[src/rtl/pc_pipe_gen.sv]
// Program-counter generator with a parametrised chain of delayed-PC stages.
// It handles redirect, trap and return flushes and keeps an exception-PC register.
module pc_pipe_gen #(
  parameter int              XLEN        = 32,
  parameter int              DEPTH       = 2,
  parameter int              INSTR_BYTES = 4,
  parameter logic [XLEN-1:0] RESET_VAL   = '0,
  parameter logic [XLEN-1:0] TRAP_VEC    = XLEN'(32'h0000_0100)
) (
  input  logic                  clk_i,
  input  logic                  rst_i,
  input  logic                  stall_i,
  input  logic                  incr_pc_i,
  input  logic                  redirect_i,
  input  logic [XLEN-1:0]       redirect_target_i,
  input  logic                  trap_i,
  input  logic                  ret_i,
  output logic [XLEN-1:0]       pc_o,
  output logic                  pc_valid_o,
  output logic [DEPTH*XLEN-1:0] pc_pipe_o,
  output logic [DEPTH-1:0]      pipe_valid_o,
  output logic [XLEN-1:0]       epc_o,
  output logic                  misalign_o
);

  localparam logic [XLEN-1:0] LOW_MASK = XLEN'(INSTR_BYTES - 1);
  localparam logic [XLEN-1:0] STEP     = XLEN'(INSTR_BYTES);

  logic [XLEN-1:0] pc_q, pc_d;
  logic [XLEN-1:0] epc_q, epc_d;
  logic            pc_valid_q;
  logic            misalign_q, misalign_d;
  logic [XLEN-1:0] pipe_q [DEPTH];
  logic [XLEN-1:0] pipe_d [DEPTH];
  logic [DEPTH-1:0] v_q, v_d;
  logic            flush;

  assign flush = trap_i | redirect_i | ret_i;

  // NOTE: every comb output gets a default first, so no path leaves it unassigned (no latch).
  always_comb begin
    pc_d  = pc_q;
    epc_d = epc_q;
    if (trap_i) begin
      pc_d  = TRAP_VEC;
      epc_d = pipe_q[DEPTH-1];
    end else if (redirect_i) begin
      pc_d = redirect_target_i & ~LOW_MASK;
    end else if (ret_i) begin
      pc_d = epc_q;
    end else if (!stall_i && incr_pc_i && pc_valid_q) begin
      pc_d = pc_q + STEP;
    end
  end

  // A masked (trapped) redirect never reports misalignment.
  assign misalign_d = redirect_i & ~trap_i & (|(redirect_target_i & LOW_MASK));

  always_comb begin
    pipe_d = pipe_q;
    v_d    = v_q;
    if (flush) begin
      v_d = '0;
    end else if (!stall_i) begin
      pipe_d[0] = pc_q;
      v_d[0]    = pc_valid_q & incr_pc_i;
      for (int k = 1; k < DEPTH; k++) begin
        pipe_d[k] = pipe_q[k-1];
        v_d[k]    = v_q[k-1];
      end
    end
  end

  // NOTE: sequential state uses non-blocking assignments so all registers update together.
  always_ff @(posedge clk_i or posedge rst_i) begin
    if (rst_i) begin
      pc_q       <= RESET_VAL;
      epc_q      <= RESET_VAL;
      pc_valid_q <= 1'b0;
      misalign_q <= 1'b0;
      v_q        <= '0;
      // NOTE: the delay chain is a small register array, so its addresses have a defined reset value.
      for (int k = 0; k < DEPTH; k++) pipe_q[k] <= RESET_VAL;
    end else begin
      pc_q       <= pc_d;
      epc_q      <= epc_d;
      pc_valid_q <= 1'b1;
      misalign_q <= misalign_d;
      v_q        <= v_d;
      pipe_q     <= pipe_d;
    end
  end

  for (genvar g = 0; g < DEPTH; g++) begin : g_pipe_out
    assign pc_pipe_o[g*XLEN +: XLEN] = pipe_q[g];
  end

  assign pc_o         = pc_q;
  assign pc_valid_o   = pc_valid_q;
  assign pipe_valid_o = v_q;
  assign epc_o        = epc_q;
  assign misalign_o   = misalign_q;

endmodule

[config.mk]
export PLATFORM = sky130hd
export DESIGN_NAME = pc_pipe_gen
export DESIGN_NICKNAME = d
export VERILOG_FILES = /design/src/rtl/pc_pipe_gen.sv
export SDC_FILE = /design/constraint.sdc
export NUM_CORES = 1
export LEC_CHECK = 0
export CAP_MARGIN = 20
export CORE_ASPECT_RATIO = 0.8
export CORE_MARGIN = 2
export CORE_UTILIZATION = 48
export DETAILED_ROUTE_END_ITERATION = 16
export HOLD_SLACK_MARGIN = 0.02
export PLACE_DENSITY = 0.8
export SYNTH_ARGS = -nofsm -noshare
export SYNTH_HDL_FRONTEND = slang
export SYNTH_SLANG_ARGS = --single-unit
[constraint.sdc]
create_clock -name clk_i -period 5.35 [get_ports clk_i]
set_clock_uncertainty 0.2 [all_clocks]
set_input_delay 1.07 -clock clk_i [delete_from_list [all_inputs] [get_ports clk_i]]
set_output_delay 1.07 -clock clk_i [all_outputs]
set_load 0.02 [all_outputs]
==> results of run 1 <==
==> power groups by stage <==
stage	Clock, mW	Combinational (mW)	Sequential [mW]
finish	1.13	0.765	1.29
global route	1.19	0.810	1.31
CTS	1.15	0.771	1.29
detailed placement	0	0.767	1.30
global placement	0	0.748	1.29
floorplan	0	0.215	1.44
==> logic make-up after synthesis <==
family                   synth area share, %
XOR/XNOR                                2.61
AND/OR/NAND/NOR                         10.4
buffers and inverters                   3.22
AO/OA/AOI/OAI                           9.86
adder cells (fa/ha/maj)                0.207
flip-flops                              54.8
other                                 0.0622
multiplexers                            18.9
==> metal layers <==
metal | GRT usage (%) | share of wire, % | vias up
met4 | 8.23 | 2.1 | 0
li1 | - | - | 2135
met1 | 35.9 | 44 | 2381
met5 | 0 | 0 | -
met2 | 38.0 | 46 | 228
met3 | 6.89 | 7.7 | 39
==> area by class of cell <==
cell class,count,area (um^2)
clock inverters,9,103
well taps,171,214
clock buffers,23,478
fillers,882,3800
repair buffers,176,1750
flip-flops and latches,132,3300
multi-input cells,322,2530
inverters,5,23.8
==> synth_stat cells (3+ instances only) <==
cell,instances
xnor2_1,5
mux2i_1,7
nand2_1,20
mux2_1,7
nor2_1,30
and2_1,3
a21oi_1,17
nand4_1,11
a22oi_1,19
nand3_1,12
dfrtp_1,132
buf_6,7
clkbuf_1,14
nor3_1,9
a22o_1,4
o22ai_1,7
o21ai_0,24
buf_1,3
nor4_1,6
inv_1,5
a211oi_1,3
mux2_2,88
xor2_1,13
buf_2,3
==> stage by stage <==
step           cell area [um^2]  power, mW  instances  utilization, %  setup slack (ps)
2_1_floorplan              6030       1.66        489               -               554
3_3_place_gp               7800       2.04        804            63.9              1440
3_5_place_dp               7810       2.07        805            64.0              1450
4_1_cts                    8390       3.21        837            68.7              1850
5_1_grt                    8410       3.32        838            68.9              1920
6_report                   8410       3.18        838            68.9              2040
==> final timing paths <==
path,startpoint,endpoint,slack [ps]
max,redirect_i,pc_pipe_o[8]$_DFFE_PP0P_,2040
min,pc_pipe_o[22]$_DFFE_PP0P_,pc_pipe_o[22]$_DFFE_PP0P_,310
max reg2reg,pc_o[2]$_DFFE_PP0P_,pc_o[22]$_DFFE_PP0P_,3000
min reg2reg,pc_pipe_o[22]$_DFFE_PP0P_,pc_pipe_o[22]$_DFFE_PP0P_,310
max in group asynchronous,rst_i,pc_o[5]$_DFFE_PP0P_,2920
min in group asynchronous,rst_i,pc_pipe_o[61]$_DFFE_PP0P_,1010
==> flip-flops by register name (all words and copies together) (netlist names) <==
signal,count
misalign_o,1
epc_o,32
pc_pipe_o,64
pc_valid_o,1
pc_o,32
pipe_valid_o,2
==> out/metrics.yaml, run 1 <==
layout_common_cells: "clkdlybuf4s50_1 (169), dfrtp_1 (132), mux2_2 (88)"
grt_pass1_wl_mm: 26.5
layout_commonest_cell: "clkdlybuf4s50_1"
cts_setup_buffers: 0
holdBufCountCts: 0
place.gp.congestion: 0.814
dpl.hpwl_mm: 11.1
internal-power_mw: 2.26
critical-path-top-delay-family: "simple AND/OR/NAND/NOR gates"
cp.arrival_ps: 3400
netlist_top_cells_area: "dfrtp_1 (55%), mux2_2 (16%), a22oi_1 (2.4%), o21ai_0 (2.0%), xor2_1 (1.9%)"
drv_slew: 0
p_switching_uw: 923
ys_types: 53
cts_buffers: 17
synth_area_per_cell_um2: 12.3
synth_nets: 529
route.vias.total: 4783
crit_chain: "clkdlybuf4s50_1 -> or3_1 -> nor2_8 -> buf_12 -> mux2_2"
outcome: "finished, final reports clean"
first_pass_iters: 7
cts_tree: "yes"
syn2layout_area_growth_pct: 39.4
antenna_left: 0
p_comb_share_pct: 24.0
drtIter0Drc: 337
yosysTopAreaCellShare_pct: 54.8
cts.sinks: 132
hold_viol_final: 0
setup_viol: 0
synth_top_area_cell: "dfrtp_1"
fp.dieH_um: 104
power.density_mw_per_mm2: 379
start_kind: "primary input"
wirelength_mm: 16.4
start_util_pct: 49.4
netlist_instances: 489
hold_slack_ps: 314
path_buf_inv: 2
leakagePower_nw: 3.65
yosysWarnings: 0
wl_per_cell_um: 19.6
grt_max_degree: 101
grt_usage_pct: 25.4
clk_pin_slew_ps: 50
io_pins: 171
rr_worst_depth: 6
grt_pass1_vias: 4841
n_antenna_cell: 0
synth_top_flop_cell: "dfrtp_1"
fp.coreArea_mm2: 0.0122
pwr-share-clk_pct: 35.5
ys_async_sr_fraction_pct: 100
period_needed_ps: 3310
syn-cell-area_mm2: 0.00603
die_w_um: 129
hold_depth: 1
final_net_count: 694
ys_ff_latch: 132
period_share_pct: 61.8
clk_latency_ps: 410
vdd_ir_drop_max_mv: 0.257
switching_share_pct: 29.0
cp-end-kind: "flip-flop"
path_class: "primary input to flip-flop"
ys_seq_area_share_pct: 54.8
slew_headroom_pct: 40.5
io_buffers: 170
overflow: 0
cp_slowest_cell: "or3_1"
cp_data_required_time_ps: 5440
final.setup.tns_ps: 0
drive_gt1_share_pct: 19.9
placementRows: 36
seq_power_share_pct: 40.5
cts_resized: 0
synth_edf_count: 0
slowest_delay_ps: 680
cts_max_path_buffers: 2
worst_pin_slew_ps: 892
htree_levels: 4
rsz0062_at_grt: "false"
cp_max_fo: 37
cp.depth: 5
viasPerCell: 5.71
drv_cap: 0
antenna_found_initial: 0
clock.fmax_mhz: 302
root_buffer: "clkbuf_16"
dieArea_mm2: 0.0135
worstHoldPathType: "flip-flop to flip-flop"
route.detailed.drc: 0
(Power assumes the default switching activity.)
==> inputs of run 2 (changes only) <==
CORE_UTILIZATION = 43   (was 48)
PLACE_DENSITY = 0.76   (was 0.8)
clock period = 2.9 ns   (was 5.35 ns; I/O delays follow)
==> out/metrics.yaml, run 2 (synthesis results as in run 1) <==
hold_viol_final: 0  # unchanged
drv_slew: 0  # unchanged
crit_chain: "clkdlybuf4s50_1 -> buf_4 -> nor3_1 -> nand2_1 -> and4_1 -> nor4_1"
grt_pass1_vias: 4942  # +2.1%
first_pass_iters: 4  # -3
cp_max_fo: 35  # -5.4%
io_pins: 171  # unchanged
final.setup.tns_ps: 0  # unchanged
vdd_ir_drop_max_mv: 0.429  # +67%
cp_slowest_cell: "clkdlybuf4s50_1"
root_buffer: "clkbuf_16"
place.gp.congestion: 0.893  # +9.7%
p_switching_mw: 1.76  # +91%
seq_power_share_pct: 39.1  # -1.4 points
io_buffers: 170  # unchanged
finish.utilization_pct: 63.0  # -5.9 points
cts_tree: "yes"
dieArea_mm2: 0.0150  # +11%
layout_common_cells: "clkdlybuf4s50_1 (169), dfrtp_1 (132), mux2_2 (88)"
overflow: 0  # unchanged
die_w_um: 136  # +5.5%
viasPerCell: 5.58  # -2.2%
grt_usage_pct: 23.3  # -2.1 points
clk_latency_ps: 410  # about the same
cts_resized: 0  # unchanged
final_net_count: 706  # +1.7%
grt_max_degree: 44  # -56%
cp-end-kind: "flip-flop"
regToRegSetupSlack_ps: 590  # -2410 ps
power.density_mw_per_mm2: 707  # +87%
route.detailed.drc: 0  # unchanged
period_share_pct: 86.5
cp_data_required_time_ps: 2990  # -2450 ps
start_kind: "primary input"
critical-path-top-delay-family: "simple AND/OR/NAND/NOR gates"
drv_cap: 0  # unchanged
cp.arrival_ps: 2600  # -800 ps
instances_no_fill: 860  # +2.6%
cts.sinks: 132  # unchanged
p_comb_share_pct: 23.5  # -0.5 points
antenna_left: 0  # unchanged
start_util_pct: 44.2  # -5.2 points
drive_gt1_share_pct: 21.6  # +1.7 points
dpl.hpwl_mm: 11.9  # +6.6%
largest_reg_flops: 64  # unchanged
holdBufCountCts: 0  # unchanged
layout_commonest_cell: "clkdlybuf4s50_1"
cts_buffers: 17  # unchanged
place_inst: 827  # +2.7%
clk_pin_slew_ps: 60  # about the same
path_buf_inv: 2  # unchanged
switching_share_pct: 28.9  # -0.041 points
fp.dieH_um: 110  # +5.4%
slew_headroom_pct: 56.3  # +16 points
slowest_delay_ps: 450  # -230 ps
leakagePower_nw: 3.73  # +2.3%
route.vias.total: 4801  # +0.38%
drtIter0Drc: 272  # -19%
cts_max_path_buffers: 2  # unchanged
rsz0062_at_grt: "false"
syn2layout_area_growth_pct: 42.5
grt_pass1_wl_mm: 26.5  # +0.26%
worst_pin_slew_ps: 654  # -238 ps
wirelength_mm: 16.9  # +3.1%
pwr-share-clk_pct: 37.5  # +2.0 points
worstHoldPathType: "flip-flop to flip-flop"
fillers: 1027  # +16%
internal-power_mw: 4.32  # +91%
multi_input_area_mm2: 0.00253  # unchanged
htree_levels: 4  # unchanged
antenna_found_initial: 0  # unchanged
outcome: "finished, final reports clean"
period_needed_ps: 2510
fp.coreArea_mm2: 0.0136  # +12%
wl_per_cell_um: 19.7  # +0.47%
path_class: "primary input to flip-flop"
clock.fmax_mhz: 399
seq_area_mm2: 0.00330  # unchanged
cts_setup_buffers: 0  # unchanged
setup_viol: 0  # unchanged
placementRows: 38  # +5.6%
-- run 2: cell types whose count changed in the layout (fill, tap and decap cells not counted), sizes merged --
cell      previous run  this run
buf                  7        19
bufinv               2         4
clkbuf              23        19
clkinv               4         5
clkinvlp             3         5
diode                0         1
inv                  5         4
-- run 2: area by class of cell --
cell class,instances,share of cell area [%]
timing repair buffer,188,21.9
antenna,1,0.0291
multi-input combinational,322,29.5
inverter,5,0.262
tap,180,2.62
clock buffer,19,5.15
clock inverter,13,2.13
sequential,132,38.4
-- run 2: per-layer routing --
metal / global-route usage (%) / up-vias / wire length, um
li1: - / 2152 / -
met5: 0 / - / 0
met2: 36.4 / 209 / 7750
met3: 6.18 / 32 / 1280
met1: 31.3 / 2408 / 7570
met4: 8.48 / 0 / 300
-- run 2: through the flow --
stage | setup WS [ps] | hold WS [ps] | area, um^2 | total power, mW
after CTS | 428 | 318 | 8590 | 6.13
final | 391 | 313 | 8590 | 6.07
after detailed placement | 12.9 | 301 | 7970 | 3.83
after global routing | 311 | 338 | 8590 | 6.31
after floorplan | 483 | 407 | 6030 | 3.06
after global placement | 151 | 288 | 7970 | 3.79
-- run 2: worst paths after layout --
| kind | startpoint | to | cells past startpoint |
|---|---|---|---|
| worst max-delay path | redirect_i | pc_o[14]$_DFFE_PP0P_ | 6 |
| worst min register to register | pc_pipe_o[9]$_DFFE_PP0P_ | pc_pipe_o[9]$_DFFE_PP0P_ | 1 |
| min in group asynchronous | rst_i | epc_o[18]$_DFFE_PP0P_ | 2 |
| worst min-delay path | pc_pipe_o[9]$_DFFE_PP0P_ | pc_pipe_o[9]$_DFFE_PP0P_ | 1 |
| worst max register to register | pc_o[2]$_DFFE_PP0P_ | pc_o[22]$_DFFE_PP0P_ | 6 |
| max in group asynchronous | rst_i | pc_pipe_o[6]$_DFFE_PP0P_ | 3 |
-- run 2: power by group through the flow --
stage                     Clock (mW)  Combinational, mW  Sequential (mW)
final                           2.28               1.43             2.37
after global routing            2.39               1.51             2.42
after global placement             0               1.41             2.38
after detailed placement           0               1.43             2.40
after CTS                       2.32               1.44             2.37
after floorplan                    0              0.396             2.66
